`config.mk`:
```
export PLATFORM = sky130hd
export DESIGN_NAME = num_digit_scan_driver
export DESIGN_NICKNAME = d
export VERILOG_FILES = /design/src/rtl/num_digit_scan_driver.sv
export SDC_FILE = /design/constraint.sdc
export NUM_CORES = 1
export LEC_CHECK = 0
export ABC_AREA = 1
export BUFFER_PORTS_ARGS = -buffer_cell sky130_fd_sc_hd__buf_2
export CAP_MARGIN = 5
export CORE_ASPECT_RATIO = 1.1
export CORE_MARGIN = 5
export CORE_UTILIZATION = 55
export DETAILED_ROUTE_END_ITERATION = 10
export GPL_ROUTABILITY_DRIVEN = 1
export PLACE_DENSITY = 0.76
export SYNTH_ARGS = -nofsm -noshare
export SYNTH_HDL_FRONTEND = slang
export SYNTH_SLANG_ARGS = --single-unit
```
`constraint.sdc`:
```
create_clock -name clk -period 4.3 [get_ports clk]
set_input_delay 0.215 -clock clk [delete_from_list [all_inputs] [get_ports clk]]
set_output_delay 0.215 -clock clk [all_outputs]
set_load 0.01 [all_outputs]
```
`src/rtl/num_digit_scan_driver.sv`:
```
// Multiplexed hex display driver. A free-running prescaler divides each
// digit slot into 2^DIV_BITS cycles and steps through the digits one slot
// at a time. New display data is staged in pending registers and is only
// swapped into the active set on a frame boundary, so a frame never shows
// a mix of old and new data. The brightness PWM compares the top prescaler
// bits with a brightness code that is sampled once per slot.
//
// Handshake: load is a one-cycle request. It captures value/dp/blank_mask
// into the pending set in that cycle; a later load replaces data that has
// not been shown yet. load_ack pulses for one cycle, together with
// frame_start, when pending data moves into the active set. There is no
// ready signal, because a load is always accepted.
module num_digit_scan_driver #(
   parameter int NUM_DIGITS = 8,
   parameter int DIV_BITS   = 17,
   parameter int PWM_BITS   = 4
) (
   input  logic                      clk,
   input  logic                      reset,
   input  logic [4*NUM_DIGITS-1:0]   value,
   input  logic [NUM_DIGITS-1:0]     dp,
   input  logic [NUM_DIGITS-1:0]     blank_mask,
   input  logic                      load,
   input  logic                      en,
   input  logic [PWM_BITS-1:0]       brightness,
   output logic [7:0]                seg,
   output logic [NUM_DIGITS-1:0]     segdriv,
   output logic                      load_ack,
   output logic                      frame_start
);

   localparam int IDX_W = $clog2(NUM_DIGITS);
   localparam logic [IDX_W-1:0] LAST_IDX = IDX_W'(NUM_DIGITS - 1);

   logic [DIV_BITS-1:0]     cnt;
   logic [IDX_W-1:0]        idx;
   logic [PWM_BITS-1:0]     bright_q;

   logic                    pend_flag;
   logic [4*NUM_DIGITS-1:0] pend_value;
   logic [NUM_DIGITS-1:0]   pend_dp;
   logic [NUM_DIGITS-1:0]   pend_blank;
   logic [4*NUM_DIGITS-1:0] act_value;
   logic [NUM_DIGITS-1:0]   act_dp;
   logic [NUM_DIGITS-1:0]   act_blank;

   logic                    tick;
   logic                    boundary;
   logic                    commit;
   logic [PWM_BITS-1:0]     slice;
   logic [3:0]              nib;
   logic                    dp_cur;
   logic                    blank_cur;
   logic                    lit;
   logic [6:0]              dec;
   logic [7:0]              seg_nxt;
   logic [NUM_DIGITS-1:0]   segdriv_nxt;

   assign tick     = &cnt;
   assign boundary = tick && (idx == LAST_IDX);
   assign commit   = boundary && pend_flag;
   assign slice    = cnt[DIV_BITS-1 -: PWM_BITS];

   // Pick the active nibble, decimal point and blank bit of the current digit.
   always_comb begin
      nib       = 4'h0;
      dp_cur    = 1'b0;
      blank_cur = 1'b0;
      for (int k = 0; k < NUM_DIGITS; k++) begin
         if (idx == IDX_W'(k)) begin
            nib       = act_value[4*k +: 4];
            dp_cur    = act_dp[k];
            blank_cur = act_blank[k];
         end
      end
   end

   // Hex to active-high abcdefg segment pattern (bit 0 = segment a).
   always_comb begin
      dec = 7'h00;
      case (nib)
         4'h0: dec = 7'h3F;
         4'h1: dec = 7'h06;
         4'h2: dec = 7'h5B;
         4'h3: dec = 7'h4F;
         4'h4: dec = 7'h66;
         4'h5: dec = 7'h6D;
         4'h6: dec = 7'h7D;
         4'h7: dec = 7'h07;
         4'h8: dec = 7'h7F;
         4'h9: dec = 7'h6F;
         4'hA: dec = 7'h77;
         4'hB: dec = 7'h7C;
         4'hC: dec = 7'h39;
         4'hD: dec = 7'h5E;
         4'hE: dec = 7'h79;
         4'hF: dec = 7'h71;
         default: dec = 7'h00;
      endcase
   end

   // Next output pattern: a single active-low digit enable, or fully dark.
   always_comb begin
      lit         = en && !blank_cur && (slice <= bright_q);
      seg_nxt     = 8'hFF;
      segdriv_nxt = '1;
      if (lit) begin
         seg_nxt     = {~dp_cur, ~dec};
         segdriv_nxt = ~(NUM_DIGITS'(1) << idx);
      end
   end

   // Scan timing: prescaler, digit index, per-slot brightness sample, frame pulse.
   always_ff @(posedge clk or posedge reset) begin
      if (reset) begin
         cnt         <= '0;
         idx         <= '0;
         bright_q    <= '0;
         frame_start <= 1'b0;
      end else begin
         cnt         <= cnt + 1'b1;
         frame_start <= boundary;
         if (tick) begin
            idx      <= (idx == LAST_IDX) ? '0 : idx + 1'b1;
            bright_q <= brightness;
         end
      end
   end

   // Stage loaded data, then swap it into the active set on a frame boundary.
   // A load on the boundary cycle still lets the older pending data commit,
   // because the active copy reads the pending registers before they update.
   always_ff @(posedge clk or posedge reset) begin
      if (reset) begin
         pend_flag  <= 1'b0;
         pend_value <= '0;
         pend_dp    <= '0;
         pend_blank <= '0;
         act_value  <= '0;
         act_dp     <= '0;
         act_blank  <= '0;
         load_ack   <= 1'b0;
      end else begin
         load_ack <= commit;
         if (commit) begin
            act_value <= pend_value;
            act_dp    <= pend_dp;
            act_blank <= pend_blank;
         end
         if (load) begin
            pend_value <= value;
            pend_dp    <= dp;
            pend_blank <= blank_mask;
            pend_flag  <= 1'b1;
         end else if (commit) begin
            pend_flag  <= 1'b0;
         end
      end
   end

   // Registered display outputs, one cycle behind the scan counters.
   always_ff @(posedge clk or posedge reset) begin
      if (reset) begin
         seg     <= 8'hFF;
         segdriv <= '1;
      end else begin
         seg     <= seg_nxt;
         segdriv <= segdriv_nxt;
      end
   end

endmodule

```
==> results.md <==
* Failing checks: negative hold slack
* Synth-to-Final Area Change at 21.7%
* Most frequent cells in the layout: nand2_1, dfrtp_1, inv_1
* Synth top area share at 49.5%
* Final Hold Viols at 8
* Clk pin slew, worst setup/hold paths at roughly 60 ps
* Worst VDD drop at ~0.25 mV
* DRT iter0 DRCs at 296
* Most used cell along the critical path: nand2_1
* Worst setup SP type: flip-flop
* # DRC at 0
* Max Transition Viols Final at 0
* Worst Hold Class: in2async
* Core ar. at between 0.01 and 0.015 mm2
* First-pass GRT wire length at 24.0 mm
* Worst endpoint data arrival time at ~3400 ps
* Ant diodes at 0
* YS warnings at 0
* RSZ-0062 raised after global routing: false
* Fin Hold WS at -8.27 ps
* Yosys top cell by area: dfrtp_1
* Worst-Margin Slew at around 1000 ps
* Post-route setup TNS at 0 ps
* TritonCTS clock tree: built
* Crit-path cells: ha_1, nand3_1, nor2_2, nand3_2, nor2_2, and3_1, nand2_1, nor3_1, ha_1, nand2_1, nor2_4, inv_1, nand2_1, o21ai_0
* Height of the die at approximately 120 um
* Critical Path Source: cnt[0]
* CP max stage delay at about 480 ps
* CTS root buf: clkbuf_16
* Nets@finish at slightly below 900
* Share of cells above drive strength 1 at a little under a fifth
* Maxcap violations at 0
* Yosys cell types at 34
* Setup crit end kind: flip-flop
* Number of global-route vias before repair at between 5000 and 6000
* Initial Util at 56.5%
* Reg2reg path depth at 14
* Clk_lat worst skew at around 420 ps
* Antenna violations before repair at 0
* Run status: finished, violations left
* Largest net degree at the start of global routing at 74
* Min Tclk post-route at approximately 3200 ps
* Dominant cells by area after synthesis: dfrtp_1, nand2_1, dfstp_2
* I/O Buffers at 73
* Tot Pwr at about 2.9 mW
* RePlAce Congestion at slightly above 0.9
* CP Class: reg2reg
* H-tree lvl count at 4
* Post-Syn Area at 0.00622 mm2
* Most common cell after layout, fill and taps aside: nand2_1
* Metal2 WL at ~7.3 mm
* CTS sink count at between 100 and 150
* Top fanout value on the critical path at 34
* Top Layer Used: met4
* Max transition margin at about a third
* Syn_nets at between 700 and 800
* Avg Inst Size Synth at ~8.7 um2
* Endpoints failing setup at 0
* Final Cycle Share at around 74%
* Total die area at 0.0135 mm2
* Antenna-violating nets left at 0
* Filler cells at roughly 830
* Flop2flop setup slack at 1120 ps
* Cell row count at 40
* Cells after DPL at 913
* All-Layer GR Usage at 22.0%
* Met1 Wirelength at roughly 5.6 mm
* Slowest cell on crit path: ha_1
* Ports at 74
* Average via count per standard cell at 5.13
* Routed wire length per instance at roughly 14 um
* Pwr/cell area at 389 mW/mm2
* Hpwl dp at ~9.1 mm
* Worst R2R Start: cnt[0]
* Sequential-to-total area share from yosys stat at between 50 and 60%
* Clk_skew at around 15 ps
* Via count at between 5000 and 6000
* Post-Syn Instances at 714
* Fmax at roughly 310 MHz
* Final Non-Filler Cells at 975
* Synthesis-stage register bit count at around 140
* Number of buffers created by CTS at 17
* Die X at 111 um
* Met3 WL at 733 um
* Worst path required time at roughly 4600 ps
* Max Root-Sink Buffers at 2
* Global route overflow at 0
* R2R Path End: act_value[5]
* Leakage power at slightly below 4 nW
* Routed WL at around 14 mm
* DRT Pass-1 Iters at 5
==> metal layers <==
layer,vias to the layer above,global-route usage [%]
met5,-,0
met4,0,9.35
met3,34,5.07
met2,150,38.9
met1,2405,25.9
li1,2413,-
==> metrics by stage <==
step                      area [um2]  hold WS [ps]  worst slack [ps]  util (%)
final                           7570         -8.27              1120      68.8
after global routing            7570          16.1               842      68.8
after CTS                       7570        0.0902              1110      68.8
after detailed placement        6680           419              1200      60.7
after global placement          6680           415              1430      60.7
after floorplan                 6220           332               387         -
==> cells by family (layout without fill, tap and decap cells) <==
logic type	after synthesis	after routing	synth area share, %
simple gates	321	321	22.0
flops	139	139	56.2
buf+inv	121	235	7.66
compound gates	100	100	8.27
fa+ha+maj	18	18	3.62
xor+xnor	14	14	1.97
mux	1	1	0.181
==> how the worst max path moves through the flow <==
| stage | end | slack (ps) |
|---|---|---|
| 6_report | act_value[5] | 1120 |
| 5_1_grt | act_value[28] | 840 |
| 4_1_cts | act_value[11] | 1110 |
| 3_5_place_dp | act_value[7] | 1200 |
| 3_3_place_gp | act_value[16] | 1430 |
| 2_1_floorplan | act_blank[0] | 390 |
==> power by group <==
group | internal, mW | total, mW | switching (mW)
sequential | 1.36 | 1.38 | 0.0216
combinational | 0.0593 | 0.143 | 0.0835
clock | 0.892 | 1.43 | 0.534
total | 2.31 | 2.95 | 0.639
==> Yosys cell counts <==
library cell	number
buf_6	2
nand2_1	245
o21ai_1	2
inv_1	94
mux2_2	1
a32oi_1	1
a21oi_1	12
nand2_2	9
nand3_2	3
nor2_1	11
o21ai_2	1
a21oi_2	1
dfrtp_1	123
nor2_2	4
nand2_4	3
nand3b_1	2
a21boi_1	1
clkbuf_1	20
dfstp_2	16
nand4_1	2
nor3_1	1
inv_4	1
buf_4	1
xor2_1	12
o21ai_0	82
xnor2_1	2
buf_2	1
and3_1	2
nor3_2	1
nor2_4	3
ha_1	18
or2_2	1
nand3_1	34
inv_2	2
==> critical path: cells and delay by family (launching register included) <==
family / cells / cell delay [ps]
and+or+nand+nor: 10 / 1480
adders and majority gates: 2 / 670
DFF: 1 / 380
AOI/OAI and AO/OA: 1 / 120
buffers and inverters: 1 / 370
==> what timing repair did <==
action                    in CTS  in global routing
setup buffers                  0                  0
resized for setup              0                  0
hold buffers                  30                  0
hold endpoints to repair      30                  0
==> final cells by class <==
class / instances / area (um2) / share of cell area, %
Timing Repair Buffer: 106 / 688 / 9.09
Tap cell: 147 / 184 / 2.43
Multi-Input combinational cell: 454 / 2240 / 29.6
Sequential cell: 139 / 3500 / 46.2
Clock inverter: 12 / 121 / 1.60
Clock buffer: 20 / 467 / 6.16
Inverter: 97 / 369 / 4.87
==> state kept, by name, indices dropped and copies added, names as in the netlist <==
register,cells
act_value,32
pend_value,32
cnt,17
act_blank,8
act_dp,8
pend_blank,8
pend_dp,8
seg,8
segdriv,8
bright_q,4
idx,3
frame_start,1
load_ack,1
pend_flag,1
Note: power is estimated with default switching activity, not from simulation.
